[config.mk]
export PLATFORM = sky130hd
export DESIGN_NAME = writeback_unit_flat
export DESIGN_NICKNAME = d
export VERILOG_FILES = /design/src/rtl/rv32_pkg.sv /design/src/rtl/writeback_unit_if.sv /design/src/rtl/load_queue.sv /design/src/rtl/writeback_unit.sv /design/src/flat_wrapper.sv
export SDC_FILE = /design/constraint.sdc
export NUM_CORES = 1
export LEC_CHECK = 0
export ABC_CLOCK_PERIOD_IN_PS = 2600
export CORE_ASPECT_RATIO = 0.9
export CORE_MARGIN = 4
export CORE_UTILIZATION = 47
export CTS_CLUSTER_DIAMETER = 60
export DETAILED_ROUTE_END_ITERATION = 6
export PLACE_DENSITY_LB_ADDON = 0.2
export SYNTH_ARGS = -nofsm -noshare
export SYNTH_HDL_FRONTEND = slang
export SYNTH_SLANG_ARGS = --single-unit
[constraint.sdc]
create_clock -name clk -period 2.6 [get_ports clk]
set_input_delay 0.26 -clock clk [delete_from_list [all_inputs] [get_ports clk]]
set_output_delay 0.26 -clock clk [all_outputs]
set_load 0.01 [all_outputs]
[src/rtl/rv32_pkg.sv]
// Shared RV32 types for the writeback path: widths, load opcodes, queue entry
// layout and the load-data alignment helper.
package rv32_pkg;
    localparam int XLEN       = 32;
    localparam int REG_ADDR_W = 5;

    typedef enum logic [2:0] {
        LB  = 3'b000,
        LH  = 3'b001,
        LW  = 3'b010,
        LBU = 3'b100,
        LHU = 3'b101
    } load_op_e;

    typedef struct packed {
        logic [REG_ADDR_W-1:0] rd;
        logic [2:0]            funct3;
        logic [1:0]            offset;
    } ld_entry_t;

    // Unlisted funct3 encodings fall through to a full-word load.
    function automatic logic [XLEN-1:0] load_align(input logic [2:0]      funct3,
                                                   input logic [1:0]      offset,
                                                   input logic [XLEN-1:0] word);
        logic [7:0]      b;
        logic [15:0]     h;
        logic [XLEN-1:0] r;
        case (offset)
            2'd0:    b = word[7:0];
            2'd1:    b = word[15:8];
            2'd2:    b = word[23:16];
            default: b = word[31:24];
        endcase
        h = offset[1] ? word[31:16] : word[15:0];
        case (load_op_e'(funct3))
            LB:      r = {{24{b[7]}}, b};
            LH:      r = {{16{h[15]}}, h};
            LBU:     r = {24'b0, b};
            LHU:     r = {16'b0, h};
            default: r = word;
        endcase
        return r;
    endfunction
endpackage

[src/rtl/writeback_unit_if.sv]
// Writeback unit bus: ALU result, load issue/response, scoreboard query and
// register-file write port. Optional bypass ports under WB_BYPASS_EN.
interface writeback_unit_if;
    import rv32_pkg::*;

    logic                  alu_valid;
    logic                  alu_ready;
    logic [REG_ADDR_W-1:0] alu_rd;
    logic [XLEN-1:0]       alu_result;
    logic                  ld_issue_valid;
    logic                  ld_issue_ready;
    logic [REG_ADDR_W-1:0] ld_issue_rd;
    logic [2:0]            ld_issue_funct3;
    logic [1:0]            ld_issue_offset;
    logic                  mem_rsp_valid;
    logic [XLEN-1:0]       mem_rsp_data;
    logic [REG_ADDR_W-1:0] sb_rs1_addr;
    logic [REG_ADDR_W-1:0] sb_rs2_addr;
    logic                  sb_stall;
    logic                  reg_wr;
    logic [REG_ADDR_W-1:0] reg_wr_addr;
    logic [XLEN-1:0]       reg_wr_data;
`ifdef WB_BYPASS_EN
    logic [REG_ADDR_W-1:0] rf_a_addr;
    logic [REG_ADDR_W-1:0] rf_b_addr;
    logic [XLEN-1:0]       rf_a_data;
    logic [XLEN-1:0]       rf_b_data;
    logic [XLEN-1:0]       byp_a_data;
    logic [XLEN-1:0]       byp_b_data;
`endif

    modport slave (
`ifdef WB_BYPASS_EN
        input  rf_a_addr, rf_b_addr, rf_a_data, rf_b_data,
        output byp_a_data, byp_b_data,
`endif
        input  alu_valid, alu_rd, alu_result,
        input  ld_issue_valid, ld_issue_rd, ld_issue_funct3, ld_issue_offset,
        input  mem_rsp_valid, mem_rsp_data, sb_rs1_addr, sb_rs2_addr,
        output alu_ready, ld_issue_ready, sb_stall, reg_wr, reg_wr_addr, reg_wr_data
    );

    modport master (
`ifdef WB_BYPASS_EN
        output rf_a_addr, rf_b_addr, rf_a_data, rf_b_data,
        input  byp_a_data, byp_b_data,
`endif
        output alu_valid, alu_rd, alu_result,
        output ld_issue_valid, ld_issue_rd, ld_issue_funct3, ld_issue_offset,
        output mem_rsp_valid, mem_rsp_data, sb_rs1_addr, sb_rs2_addr,
        input  alu_ready, ld_issue_ready, sb_stall, reg_wr, reg_wr_addr, reg_wr_data
    );
endinterface

[src/rtl/load_queue.sv]
// In-order outstanding-load FIFO; exposes per-slot valid/rd so the scoreboard
// can match destinations without walking the pointers.
module load_queue
    import rv32_pkg::*;
#(
    parameter int DEPTH = 2
) (
    input  logic                             clk,
    input  logic                             rst_n,
    input  logic                             push,
    input  ld_entry_t                        push_entry,
    input  logic                             pop,
    output ld_entry_t                        head,
    output logic                             full,
    output logic                             empty,
    output logic [DEPTH-1:0]                 ent_vld,
    output logic [DEPTH-1:0][REG_ADDR_W-1:0] ent_rd
);
    localparam int PTR_W = (DEPTH > 1) ? $clog2(DEPTH) : 1;
    localparam int CNT_W = $clog2(DEPTH + 1);

    ld_entry_t         mem [DEPTH];
    logic [PTR_W-1:0]  wr_ptr, rd_ptr;
    logic [CNT_W-1:0]  count;

    function automatic logic [PTR_W-1:0] ptr_inc(input logic [PTR_W-1:0] p);
        return (p == PTR_W'(DEPTH - 1)) ? '0 : p + 1'b1;
    endfunction

    always_ff @(posedge clk or negedge rst_n) begin
        if (!rst_n) begin
            wr_ptr  <= '0;
            rd_ptr  <= '0;
            count   <= '0;
            ent_vld <= '0;
        end else begin
            // Push and pop never target the same slot: push needs !full, pop needs !empty.
            if (pop) begin
                rd_ptr          <= ptr_inc(rd_ptr);
                ent_vld[rd_ptr] <= 1'b0;
            end
            if (push) begin
                wr_ptr          <= ptr_inc(wr_ptr);
                ent_vld[wr_ptr] <= 1'b1;
            end
            case ({push, pop})
                2'b10:   count <= count + 1'b1;
                2'b01:   count <= count - 1'b1;
                default: count <= count;
            endcase
        end
    end

    always_ff @(posedge clk) begin
        if (push) mem[wr_ptr] <= push_entry;
    end

    for (genvar i = 0; i < DEPTH; i++) begin : g_rd
        assign ent_rd[i] = mem[i].rd;
    end

    assign head  = mem[rd_ptr];
    assign full  = (count == CNT_W'(DEPTH));
    assign empty = (count == '0);
endmodule

[src/rtl/writeback_unit.sv]
// Register-file write port driver: merges ALU results and in-order load
// responses, with a load scoreboard. Optional macro: WB_BYPASS_EN.
module writeback_unit
    import rv32_pkg::*;
#(
    parameter int MAX_OUTSTANDING = 2
) (
    input logic             clk,
    input logic             rst_n,
    writeback_unit_if.slave bus
);
    ld_entry_t                                  q_head, q_push_entry;
    logic                                       q_full, q_empty, q_push, q_pop;
    logic [MAX_OUTSTANDING-1:0]                 q_vld;
    logic [MAX_OUTSTANDING-1:0][REG_ADDR_W-1:0] q_rd;

    logic                  wr_q;
    logic [REG_ADDR_W-1:0] wr_addr_q;
    logic [XLEN-1:0]       wr_data_q;
    logic                  alu_hit, rs1_hit, rs2_hit, rs1_wb, rs2_wb, alu_fire;

    assign q_push_entry = '{rd: bus.ld_issue_rd, funct3: bus.ld_issue_funct3,
                            offset: bus.ld_issue_offset};
    assign bus.ld_issue_ready = !q_full;
    assign q_push = bus.ld_issue_valid && !q_full;
    assign q_pop  = bus.mem_rsp_valid && !q_empty;

    load_queue #(.DEPTH(MAX_OUTSTANDING)) u_load_queue (
        .clk        (clk),
        .rst_n      (rst_n),
        .push       (q_push),
        .push_entry (q_push_entry),
        .pop        (q_pop),
        .head       (q_head),
        .full       (q_full),
        .empty      (q_empty),
        .ent_vld    (q_vld),
        .ent_rd     (q_rd)
    );

    always_comb begin
        alu_hit = 1'b0;
        rs1_hit = 1'b0;
        rs2_hit = 1'b0;
        for (int i = 0; i < MAX_OUTSTANDING; i++) begin
            alu_hit |= q_vld[i] && (q_rd[i] == bus.alu_rd);
            rs1_hit |= q_vld[i] && (q_rd[i] == bus.sb_rs1_addr);
            rs2_hit |= q_vld[i] && (q_rd[i] == bus.sb_rs2_addr);
        end
    end

    // A load response owns the write port; an ALU write to a pending load rd must wait (WAW).
    assign bus.alu_ready = !bus.mem_rsp_valid && !((bus.alu_rd != '0) && alu_hit);
    assign alu_fire      = bus.alu_valid && bus.alu_ready;

    always_ff @(posedge clk or negedge rst_n) begin
        if (!rst_n) begin
            wr_q      <= 1'b0;
            wr_addr_q <= '0;
            wr_data_q <= '0;
        end else if (q_pop) begin
            wr_q      <= (q_head.rd != '0);
            wr_addr_q <= q_head.rd;
            wr_data_q <= load_align(q_head.funct3, q_head.offset, bus.mem_rsp_data);
        end else if (alu_fire) begin
            wr_q      <= (bus.alu_rd != '0);
            wr_addr_q <= bus.alu_rd;
            wr_data_q <= bus.alu_result;
        end else begin
            wr_q      <= 1'b0;
        end
    end

    assign bus.reg_wr      = wr_q;
    assign bus.reg_wr_addr = wr_addr_q;
    assign bus.reg_wr_data = wr_data_q;

`ifdef WB_BYPASS_EN
    // The in-flight write is forwarded, so it never needs to stall decode.
    assign rs1_wb = 1'b0;
    assign rs2_wb = 1'b0;
    assign bus.byp_a_data = (wr_q && wr_addr_q == bus.rf_a_addr && bus.rf_a_addr != '0)
                            ? wr_data_q : bus.rf_a_data;
    assign bus.byp_b_data = (wr_q && wr_addr_q == bus.rf_b_addr && bus.rf_b_addr != '0)
                            ? wr_data_q : bus.rf_b_data;
`else
    assign rs1_wb = wr_q && (wr_addr_q == bus.sb_rs1_addr);
    assign rs2_wb = wr_q && (wr_addr_q == bus.sb_rs2_addr);
`endif

    assign bus.sb_stall = ((bus.sb_rs1_addr != '0) && (rs1_hit || rs1_wb)) ||
                          ((bus.sb_rs2_addr != '0) && (rs2_hit || rs2_wb));
endmodule
[src/flat_wrapper.sv]
// flat-port wrapper written by rule: the top's interface ports become plain ports
module writeback_unit_flat import rv32_pkg::*;
#(
    parameter int MAX_OUTSTANDING = 2
)
  (clk, rst_n, bus_alu_valid, bus_alu_rd, bus_alu_result, bus_ld_issue_valid, bus_ld_issue_rd, bus_ld_issue_funct3, bus_ld_issue_offset, bus_mem_rsp_valid, bus_mem_rsp_data, bus_sb_rs1_addr, bus_sb_rs2_addr, bus_alu_ready, bus_ld_issue_ready, bus_sb_stall, bus_reg_wr, bus_reg_wr_addr, bus_reg_wr_data);
  writeback_unit_if bus_i ();
  input logic clk;
  input logic rst_n;
  input wire logic [$bits(bus_i.alu_valid)-1:0] bus_alu_valid;
  input wire logic [$bits(bus_i.alu_rd)-1:0] bus_alu_rd;
  input wire logic [$bits(bus_i.alu_result)-1:0] bus_alu_result;
  input wire logic [$bits(bus_i.ld_issue_valid)-1:0] bus_ld_issue_valid;
  input wire logic [$bits(bus_i.ld_issue_rd)-1:0] bus_ld_issue_rd;
  input wire logic [$bits(bus_i.ld_issue_funct3)-1:0] bus_ld_issue_funct3;
  input wire logic [$bits(bus_i.ld_issue_offset)-1:0] bus_ld_issue_offset;
  input wire logic [$bits(bus_i.mem_rsp_valid)-1:0] bus_mem_rsp_valid;
  input wire logic [$bits(bus_i.mem_rsp_data)-1:0] bus_mem_rsp_data;
  input wire logic [$bits(bus_i.sb_rs1_addr)-1:0] bus_sb_rs1_addr;
  input wire logic [$bits(bus_i.sb_rs2_addr)-1:0] bus_sb_rs2_addr;
  output wire logic [$bits(bus_i.alu_ready)-1:0] bus_alu_ready;
  output wire logic [$bits(bus_i.ld_issue_ready)-1:0] bus_ld_issue_ready;
  output wire logic [$bits(bus_i.sb_stall)-1:0] bus_sb_stall;
  output wire logic [$bits(bus_i.reg_wr)-1:0] bus_reg_wr;
  output wire logic [$bits(bus_i.reg_wr_addr)-1:0] bus_reg_wr_addr;
  output wire logic [$bits(bus_i.reg_wr_data)-1:0] bus_reg_wr_data;
  assign bus_i.alu_valid = bus_alu_valid;
  assign bus_i.alu_rd = bus_alu_rd;
  assign bus_i.alu_result = bus_alu_result;
  assign bus_i.ld_issue_valid = bus_ld_issue_valid;
  assign bus_i.ld_issue_rd = bus_ld_issue_rd;
  assign bus_i.ld_issue_funct3 = bus_ld_issue_funct3;
  assign bus_i.ld_issue_offset = bus_ld_issue_offset;
  assign bus_i.mem_rsp_valid = bus_mem_rsp_valid;
  assign bus_i.mem_rsp_data = bus_mem_rsp_data;
  assign bus_i.sb_rs1_addr = bus_sb_rs1_addr;
  assign bus_i.sb_rs2_addr = bus_sb_rs2_addr;
  assign bus_alu_ready = bus_i.alu_ready;
  assign bus_ld_issue_ready = bus_i.ld_issue_ready;
  assign bus_sb_stall = bus_i.sb_stall;
  assign bus_reg_wr = bus_i.reg_wr;
  assign bus_reg_wr_addr = bus_i.reg_wr_addr;
  assign bus_reg_wr_data = bus_i.reg_wr_data;
  writeback_unit #(.MAX_OUTSTANDING(MAX_OUTSTANDING)) u_core (.clk(clk), .rst_n(rst_n), .bus(bus_i));
endmodule
**Word-level counts from Yosys, hierarchy flattened**

Memory sizes are Yosys's and may differ from the RTL's.
Cells that the tools add are included.

- Equality and inequality tests: 16
- $mul: 0
- Reductions and logical operators: 33
- Magnitude comparators: 4
- Shift operators: 0
- Bitwise operators: 6
- Div/mod/pow operators: 0
- Muxes and demuxes: 20
- $add $sub $neg: 4

Operator list:

| operator | count |
|---|---|
| $pmux 32 s4 | 1 |
| $mux 32 | 2 |
| $eq 5x5->1 | 8 |
| $pmux 8 s3 | 1 |
| $reduce_bool 5->1 | 4 |
| $logic_and 1x1->1 | 17 |
| $mux 16 | 1 |
| $mux 5 | 2 |
| $mux 1 | 8 |
| $eq 2x2->1 const B | 3 |
| $eq 3x3->1 const B | 2 |
| $eq 2x1->1 const B | 2 |
| $logic_not 1->1 | 4 |
| $logic_not 2->1 | 2 |
| $lt 1x2->1 const B | 2 |
| $mux 2 | 2 |
| $pmux 2 s2 | 1 |
| $reduce_bool 2->1 | 2 |
| $eq 3x1->1 const B | 1 |
| $logic_not 3->1 | 1 |
| $logic_or 1x1->1 | 3 |
| $or 1x1->1 | 3 |
| $add 1x1->1 const B | 2 |
| $add 2x1->2 const B | 1 |
| other kinds (6) | 8 |

- Bits in writable memories: 20
- Input bits: 94
- Bits in latches: 0
- Memory bits (read-only): 0
- Output and inout port bits: 41
- Flip-flop bits (word level): 44
- Memories: 1
- Word-level logic and storage cells: 91

Memories:

| name | words | width | rd ports | clocked after memory_dff | wr ports | line | source |
|---|---|---|---|---|---|---|---|
| u_core.u_load_queue.mem | 2 | 10 | 3 | 0 | 1 | load_queue.sv:22 | `ld_entry_t mem [DEPTH];` |

**Logic depth before layout (Yosys ltp)**

Gate-level depths: netlist of the first run.

- Depth in word-level cells: 9
- Gate-level depth with buffers: 8
- Mapped depth without buffers: 6

**Modules after synthesis**

A second synthesis of the first run with hierarchy kept.

- Cell total of the unflattened synthesis: 391
- Area total of the unflattened synthesis: 3995.1 um^2

Modules (own cells, without submodules):

| module | instances | area each (um^2) | seq. area each (um^2) | cells an instance |
|---|---|---|---|---|
| writeback_unit | 1 | 2934.1 | 950.9 | 327 |
| load_queue | 1 | 1061.0 | 750.7 | 64 |

**Worst setup path before layout of the first run**

No wires, ideal clock.

- Path kind: register to register
- Start: register u_core.u_load_queue.rd_ptr
- End: register u_core.wr_data_q[10] (netlist: u_core.bus.reg_wr_data[10])
- Setup slack: 583 ps
- Period minus slack after synthesis: 2017 ps
- Stages on the path, launching flop included: 7
- Data arrival time: 1884 ps
- Data required time: 2467 ps
- Cell sequence: dfrtp_1 > mux2i_1 > buf_6 > mux4_2 > nor3b_4 > o32ai_1 > a211oi_2

- Word-level cells in the longest chain between the ends: 5

Ends and longest elaborated chain:

| what | line | source |
|---|---|---|
| start, declared | load_queue.sv:23 | `logic [PTR_W-1:0] wr_ptr, rd_ptr;` |
| start signal, assigned | load_queue.sv:39 | `rd_ptr <= ptr_inc(rd_ptr);` |
| $mem_v2 2x10 * | n/a |  |
| $eq 2x2->1, or another cell as far along | rv32_pkg.sv:28 | `case (offset)` |
| $pmux 8 s3 | rv32_pkg.sv:28 |  |
| $pmux 32 s4 * | rv32_pkg.sv:35 | `case (load_op_e'(funct3))` |
| $mux 32 * | writeback_unit.sv:61 | `end else if (q_pop) begin` |
| end signal, assigned | writeback_unit.sv:64 | `wr_data_q <= load_align(q_head.funct3, q_head.offset, bus.mem_rsp_data);` |
| end signal, assigned | writeback_unit.sv:68 | `wr_data_q <= bus.alu_result;` |
| end, declared | writeback_unit.sv:19 | `logic [XLEN-1:0] wr_data_q;` |

Mark *: on every way between the ends. The rest lies on a longest branch, timed or not.
A chain may end at the register's enable or synchronous reset.

==> results of run 1 <==
==> through the flow <==
step	power, mW	cell area (µm²)	utilization, %	cells	setup slack [ns]
after global placement	4.655	5549	67.48	640	0.1770
after CTS	5.642	5779	70.28	659	-0.02383
after global routing	5.991	5816	70.72	662	0.006867
after detailed placement	4.736	5549	67.48	640	0.09744
final	5.648	5816	70.72	662	0.1176
after floorplan	3.460	4040	-	398	0.5830
==> sequential cells by signal, indices dropped and copies added, names as in the netlist <==
| signal | count |
|---|---|
| u_core.bus.reg_wr_data | 32 |
| u_core.u_load_queue.count | 2 |
| u_core.u_load_queue.mem | 20 |
| u_core.u_load_queue.ent_vld | 2 |
| u_core.bus.reg_wr | 1 |
| u_core.u_load_queue.rd_ptr | 1 |
| u_core.u_load_queue.wr_ptr | 1 |
| u_core.bus.reg_wr_addr | 5 |
==> per-layer routing <==
metal / vias to the layer above / wire length (µm)
met1: 1867 / 5510
met4: 0 / 159
li1: 1789 / -
met3: 16 / 1137
met2: 197 / 6077
met5: - / 0
==> kinds of logic after synthesis <==
group	count (synthesis)	share of synthesized area, %
fa+ha+maj	1	0.3096
mux	22	6.163
xor+xnor	45	9.755
simple gates	146	17.10
compound gates	90	20.81
buf+inv	30	3.747
flops	64	42.12
==> power by group <==
part	total, mW	internal (mW)	leakage [nW]	switching (mW)
sequential	1.83	1.48	0.698	0.350
combinational	2.93	1.51	1.39	1.43
clock	0.887	0.452	0.101	0.435
==> what timing repair did <==
action	4_1_cts	5_1_grt
buffers inserted	3	3
setup endpoints to repair	2	2
resized for setup	1	3
pin swaps	0	1
==> layout by cell type (no fill, tap or decap), types with 6 or more instances in the layout <==
master / count
dfrtp_1: 44
clkbuf_8: 9
o31ai_1: 6
a32oi_1: 7
xnor2_1: 16
clkdlybuf4s50_1: 132
a221oi_1: 6
xor2_1: 29
nand3_1: 14
nand2_1: 35
a221oi_2: 10
a211oi_2: 7
o21ai_0: 8
o211ai_1: 15
o32ai_1: 7
mux2i_1: 15
inv_1: 8
nor3_1: 27
edfxtp_1: 20
buf_4: 18
nor2_1: 43
==> cell type report <==
class	count	area, µm²
clock inverters	7	77.57
fillers	602	2407
inverters	8	30.03
well taps	115	143.9
multi-input cells	304	2205
repair buffers	155	1534
clock buffers	9	123.9
flip-flops and latches	64	1702
==> how the worst max path moves through the flow <==
stage / start / end / slack [ns] / cells past startpoint
2_1_floorplan: u_core.u_load_queue.rd_ptr / u_core.bus.reg_wr_data[10] / 0.58 / 6
3_3_place_gp: bus_sb_rs1_addr[1] / bus_sb_stall / 0.18 / 7
3_5_place_dp: bus_sb_rs1_addr[4] / bus_sb_stall / 0.1 / 7
4_1_cts: u_core.u_load_queue.mem[0][6] / bus_sb_stall / -0.02 / 6
5_1_grt: u_core.u_load_queue.mem[0][9] / bus_alu_ready / 0.007 / 7
6_report: u_core.u_load_queue.mem[1][6] / bus_alu_ready / 0.12 / 5
==> results.cfg, run 1 <==
[status]
status = finished, final reports clean

[synthesis]
async_reset_ff_share_pct = 68.75
synth_warnings = 0
ys_top_cells_by_area = dfrtp_1 27%, edfxtp_1 15%, xor2_1 6.3%
ys_seq_elements = 64
synth_cells = 398
avgSynthCellArea_um2 = 10.15
synth_top_area_share_pct = 27.25
synth_ff_type = dfrtp_1
synth_area_um2 = 4040
synth_fp_nets = 493
synth.largest_area_cell = dfrtp_1
synth_edf_count = 20
yosysUniqueCellTypes = 58
synth_common_cells = 44 x dfrtp_1, 43 x nor2_1, 35 x nand2_1, 29 x xor2_1, 28 x nor3_1
yosysMostFrequentCell = dfrtp_1
ys_seq_area_share_pct = 42.12

[global_routing]
grt_use_total_pct = 25.31
antenna_found_initial = 0
grt_pass1_vias = 3875
busiest_layer = met2
gr-total-overflow = 0
grt.met2_usage_pct = 39.70
use_met3_pct = 5.768
grt_max_degree = 45
use_met1_pct = 35.56
grt_pass1_wl_um = 20170

[place]
gp_congestion = 1.115
io_buffers = 134
hpwl_um = 9695

[critical_path]
critPathBufInv = 1
cp_slowest_cell = edfxtp_1
slowest_delay_ns = 0.51
cp_top_family = flip-flops
end_kind = output pin
r2r-start = u_core.u_load_queue.rd_ptr
startpoint_type = flop
timing_worst_setup_path_type = reg -> out
cp.arrival_ns = 2.22
rrSetupSlack_ns = 0.25
worstRegToRegCells = 6
critPathRequiredTime_ns = 2.34
cp_max_fo = 4
cp_cell_sequence = xor2_1 -> nor4_2 -> a31o_2 -> nor2_1 -> clkdlybuf4s50_1
r2r-end = u_core.bus.reg_wr_data[1]

[drt]
wl_per_cell_um = 19.46
viasPerCell = 5.844
first_iter_violations = 341
ant_nets = 0
wl_um = 12890
firstDrtPassIters = 5
drc = 0
vias = 3869

[layout]
final_nets = 637
drive_gt1_share_pct = 14.08
area_growth_syn_to_layout_pct = 43.95
antenna_cells = 0

[floorplan]
pin_count = 135
die_area_um2 = 10150
die_y_um = 95.96
die_x_um = 105.7
rows = 31
initial_core_util_pct = 49.13
core-area_um2 = 8223

[clock_tree]
cts_buffer_depth = 2
clock_latency_ns = 0.36
cts.htree.levels = 3
cts_tree = built
ctsHoldBuffers = 0
clock_sinks = 64
numCtsBuffers = 9
cts_root_buf = clkbuf_8
clk_pin_slew_worst_paths_ns = 0.08

[power]
ir_drop_mv = 0.6544
powerDensity_nw_per_um2 = 971.2
power.leakage_nw = 2.190

[sta]
worst-slew-pin-transition_ns = 1.036
fin_skew_ns = 0.01305
slew_headroom_pct = 30.91
setup_viol = 0
period_share_pct = 95.48
period_needed_ns = 2.482
max_freq_mhz = 402.8
finalSetupTns_ns = 0
hold_slack_ns = 0.08440
slew_violations = 0
hold_viol_final = 0
rsz0062_at_grt = no

[min_path]
hold_class = in -> async

[flow_run]
drv_cap = 0
(Power assumes the default switching activity.)
==> inputs of run 2 (changes only) <==
SLEW_MARGIN = 25   (was default)
==> results.cfg, run 2 (synthesis results as in run 1) <==
[critical_path]
cp.arrival_ns = 2.22
r2r-start = u_core.u_load_queue.rd_ptr
timing_worst_setup_path_type = reg -> out
r2r-end = u_core.bus.reg_wr_data[1]
rrSetupSlack_ns = 0.24
cp_max_fo = 4
critPathRequiredTime_ns = 2.34
worstRegToRegCells = 6
end_kind = output pin
startpoint_type = flop

[global_routing]
gr-total-overflow = 0
grt_use_total_pct = 25.31
antenna_found_initial = 0
grt_max_degree = 45
grt_pass1_wl_um = 20170
grt_pass1_vias = 3875

[layout]
layout_commonest_cell = clkdlybuf4s50_1
drive_gt1_share_pct = 14.05
utilization_pct = 70.88
final_cell_mix = 132 x clkdlybuf4s50_1, 44 x dfrtp_1, 43 x nor2_1, 35 x nand2_1, 29 x xor2_1
area_growth_syn_to_layout_pct = 44.26
antenna_cells = 0
fillers = 601
final_area_um2 = 5828
fin_cells = 663
largest_reg_flops = 32
final_nets = 638

[min_path]
hold_class = in -> async

[floorplan]
die_y_um = 95.96
die_area_um2 = 10150
die_x_um = 105.7
pin_count = 135
initial_core_util_pct = 49.13
rows = 31
core-area_um2 = 8223

[power]
power_mw = 5.652
switchingPower_mw = 2.214
internal-power_mw = 3.437
clkPwrFrac_pct = 15.7
ir_drop_mv = 0.6532
sw_frac_of_total_pct = 39.18
sequentialPowerShare_pct = 32.4
powerDensity_nw_per_um2 = 969.7
combPwrFrac_pct = 51.9
power.leakage_nw = 2.195

[place]
io_buffers = 134
placed_cell_area_um2 = 5549
dpl.cell_count = 640
hpwl_um = 9695
gp_congestion = 1.115

[sta]
fin_skew_ns = 0.01274
slew_headroom_pct = 60.32
worst-slew-pin-transition_ns = 0.5837
period_needed_ns = 2.480
period_share_pct = 95.37
slew_violations = 0
hold_slack_ns = 0.4547
hold_viol_final = 0
rsz0062_at_grt = no
setup_viol = 0
max_freq_mhz = 403.3

[clock_tree]
cts_tree = built
clk_pin_slew_worst_paths_ns = 0.08
cts.htree.levels = 3
clock_latency_ns = 0.36
cts_buffer_depth = 2
cts_root_buf = clkbuf_8
numCtsBuffers = 9
clock_sinks = 64

[drt]
vias = 3869
viasPerCell = 5.836
firstDrtPassIters = 5
wl_per_cell_um = 19.49
drc = 0
wl_um = 12930
ant_nets = 0
first_iter_violations = 369

[status]
status = finished, final reports clean

[flow_run]
drv_cap = 0
run 2: cell count changes in the layout (fill, tap and decap cells not counted):
cell	before	now
buf_2	1	0
buf_4	18	19
dlygate4sd3_1	0	1
run 2: power groups by stage:
| stage | sequential, mW | clock, mW | combinational [mW] |
|---|---|---|---|
| CTS | 1.83 | 0.899 | 2.91 |
| floorplan | 1.92 | 0 | 1.54 |
| global route | 1.89 | 0.941 | 3.16 |
| finish | 1.83 | 0.888 | 2.93 |
| detailed placement | 1.86 | 0 | 2.88 |
| global placement | 1.84 | 0 | 2.81 |
run 2: critical path: stages (launching register included):
cell             delay, ns
edfxtp_1              0.51
xor2_1                0.23
nor4_2                0.35
a31o_2                0.25
nor2_1                0.05
clkdlybuf4s50_1       0.47
run 2: layout make-up:
| type | count | area [µm²] | share of cell area [%] |
|---|---|---|---|
| inverters | 8 | 30.03 | 0.5152 |
| multi-input cells | 304 | 2205 | 37.83 |
| clock inverters | 7 | 77.57 | 1.331 |
| repair buffers | 156 | 1546 | 26.53 |
| flip-flops and latches | 64 | 1702 | 29.20 |
| well taps | 115 | 143.9 | 2.469 |
| clock buffers | 9 | 123.9 | 2.125 |
run 2: stage by stage:
step	setup slack [ns]	setup TNS, ns
after floorplan	0.5830	0
after global placement	0.1770	0
after detailed placement	0.09744	0
after CTS	-0.02383	-0.02383
after global routing	0.006867	0
final	0.1205	0
run 2: worst max-delay path by stage:
| stage | start | end | slack, ns | depth (start not counted) |
|---|---|---|---|---|
| after global placement | bus_sb_rs1_addr[1] | bus_sb_stall | 0.18 | 7 |
| after CTS | u_core.u_load_queue.mem[0][6] | bus_sb_stall | -0.02 | 6 |
| after global routing | u_core.u_load_queue.mem[0][9] | bus_alu_ready | 0.007 | 7 |
| after floorplan | u_core.u_load_queue.rd_ptr | u_core.bus.reg_wr_data[10] | 0.58 | 6 |
| after detailed placement | bus_sb_rs1_addr[4] | bus_sb_stall | 0.1 | 7 |
| final | u_core.u_load_queue.mem[1][6] | bus_alu_ready | 0.12 | 5 |
run 2: routing by layer:
layer	track usage, %	vias up	wire, µm
met5	0	-	0
met4	6.796	0	160
met3	5.768	16	1038
met2	39.70	189	6098
met1	35.56	1874	5627
li1	-	1790	-
run 2: repair_timing:
item	4_1_cts	5_1_grt
hold buffers	0	1
setup endpoints to repair	2	2
setup buffers	3	3
pin swaps	0	1
gates resized for setup	1	3
endpoints found under the hold margin	0	44
==> inputs of run 3 (changes only) <==
GPL_TIMING_DRIVEN = 0   (was default)
==> results.cfg, run 3 (synthesis results as in run 1) <==
[sta]
setup_viol = 0
slew_headroom_pct = 43.69
worst-slew-pin-transition_ns = 0.8416
max_freq_mhz = 394.0
fin_ws_ns = 0.06198
period_needed_ns = 2.538
hold_slack_ns = 0.3284
hold_viol_final = 0
period_share_pct = 97.62
finalSetupTns_ns = 0
slew_violations = 0
fin_skew_ns = 0.01221

[power]
power.leakage_nw = 2.232
sequentialPowerShare_pct = 31.2
clkPwrFrac_pct = 18.0
switchingPower_mw = 2.227
combPwrFrac_pct = 50.7
internal-power_mw = 3.606
powerDensity_nw_per_um2 = 991.0
sw_frac_of_total_pct = 38.17
ir_drop_mv = 0.5443

[layout]
layout_commonest_cell = clkdlybuf4s50_1
multiInputGateArea_um2 = 2215
drive_gt1_share_pct = 13.49
largest_reg_flops = 32
fillers = 617
ff_latch_area_um2 = 1702
final_cell_mix = 128 x clkdlybuf4s50_1, 44 x dfrtp_1, 43 x nor2_1, 35 x nand2_1, 28 x xor2_1
final_area_um2 = 5886
area_growth_syn_to_layout_pct = 45.68
antenna_cells = 0
utilization_pct = 71.58
final_nets = 646

[clock_tree]
numCtsBuffers = 9
clk_pin_slew_worst_paths_ns = 0.08
cts_root_buf = clkbuf_8
cts_buffer_depth = 2
cts_tree = built
clock_sinks = 64
clock_latency_ns = 0.34
cts.htree.levels = 3

[place]
gp_congestion = 0.8914
io_buffers = 134
hpwl_um = 10260
place_ws_ns = -0.3683
placed_cell_area_um2 = 5540

[critical_path]
critPathRequiredTime_ns = 2.34
rrSetupSlack_ns = 0.22
timing_worst_setup_path_type = reg -> out
cp.arrival_ns = 2.28
startpoint_type = flop
r2r-start = u_core.u_load_queue.count[0]
worstRegToRegCells = 7
r2r-end = u_core.u_load_queue.count[1]
cp_max_fo = 10
end_kind = output pin

[status]
status = finished, final reports clean

[global_routing]
grt_pass1_wl_um = 20580
grt_pass1_vias = 3953
grt_max_degree = 29
gr-total-overflow = 0
grt_use_total_pct = 26.04
antenna_found_initial = 0

[floorplan]
initial_core_util_pct = 49.13
pin_count = 135
die_x_um = 105.7
core-area_um2 = 8223
rows = 31
die_y_um = 95.96
die_area_um2 = 10150

[min_path]
hold_depth = 3
hold_class = in -> reg
hold_path_end = u_core.bus.reg_wr_addr[1]
worstHoldStart = bus_alu_rd[1]

[drt]
wl_um = 13440
first_iter_violations = 355
drc = 0
wl_per_cell_um = 20.02
firstDrtPassIters = 6
vias = 3962
viasPerCell = 5.905
ant_nets = 0

[flow_run]
drv_cap = 0
run 3: area by class of cell:
cell class                 count  share of cell area, %
buffer                        21                  2.105
clock buffer                   9                  2.105
clock inverter                 7                  2.041
inverter                       8                 0.5102
multi-input combinational    304                  37.63
sequential                    64                  28.91
tap                          115                  2.445
timing repair buffer         143                  24.26
run 3: critical path, cell delays in order, from the launching register on:
cell and delay [ns]:
edfxtp_1 0.44, xor2_2 0.18, nor4_2 0.29, buf_4 0.17
a31o_4 0.16, buf_6 0.15, nor2_1 0.06, clkdlybuf4s50_1 0.48
run 3: power by group through the flow:
stage               sequential, mW  combinational (mW)  clock, mW
CTS                           1.82                2.93       1.07
detailed placement            1.85                2.88          0
global placement              1.84                2.80          0
global route                  1.87                3.19       1.11
finish                        1.82                2.96       1.05
floorplan                     1.92                1.54          0
run 3: metal layers:
layer | GRT usage [%] | share of wire, %
met1 | 34.81 | 42
met4 | 7.443 | 1.5
met3 | 6.237 | 8.9
met5 | 0 | 0
met2 | 42.62 | 47
run 3: through the flow:
stage | power (mW) | instances
4_1_cts | 5.815 | 669
2_1_floorplan | 3.460 | 398
3_3_place_gp | 4.638 | 647
3_5_place_dp | 4.729 | 648
6_report | 5.833 | 671
5_1_grt | 6.167 | 671
run 3: worst max-delay path by stage:
stage / startpoint / to / slack [ns]
after detailed placement: bus_alu_rd[4] / bus_alu_ready / -0.37
after floorplan: u_core.u_load_queue.rd_ptr / u_core.bus.reg_wr_data[10] / 0.58
after global placement: bus_alu_rd[4] / bus_alu_ready / -0.36
after CTS: bus_alu_rd[4] / bus_alu_ready / 0.02
final: u_core.u_load_queue.mem[1][8] / bus_alu_ready / 0.06
after global routing: u_core.u_load_queue.mem[1][8] / bus_alu_ready / -0.04
run 3: what timing repair did:
| action | CTS | global route |
|---|---|---|
| hold buffers | 1 | 0 |
| hold endpoints to repair | 16 | 0 |
| cloned | 0 | 0 |
| setup buffers | 5 | 2 |
| pin swaps | 1 | 2 |
| endpoints found under the setup margin | 2 | 2 |
| resized for setup | 4 | 8 |
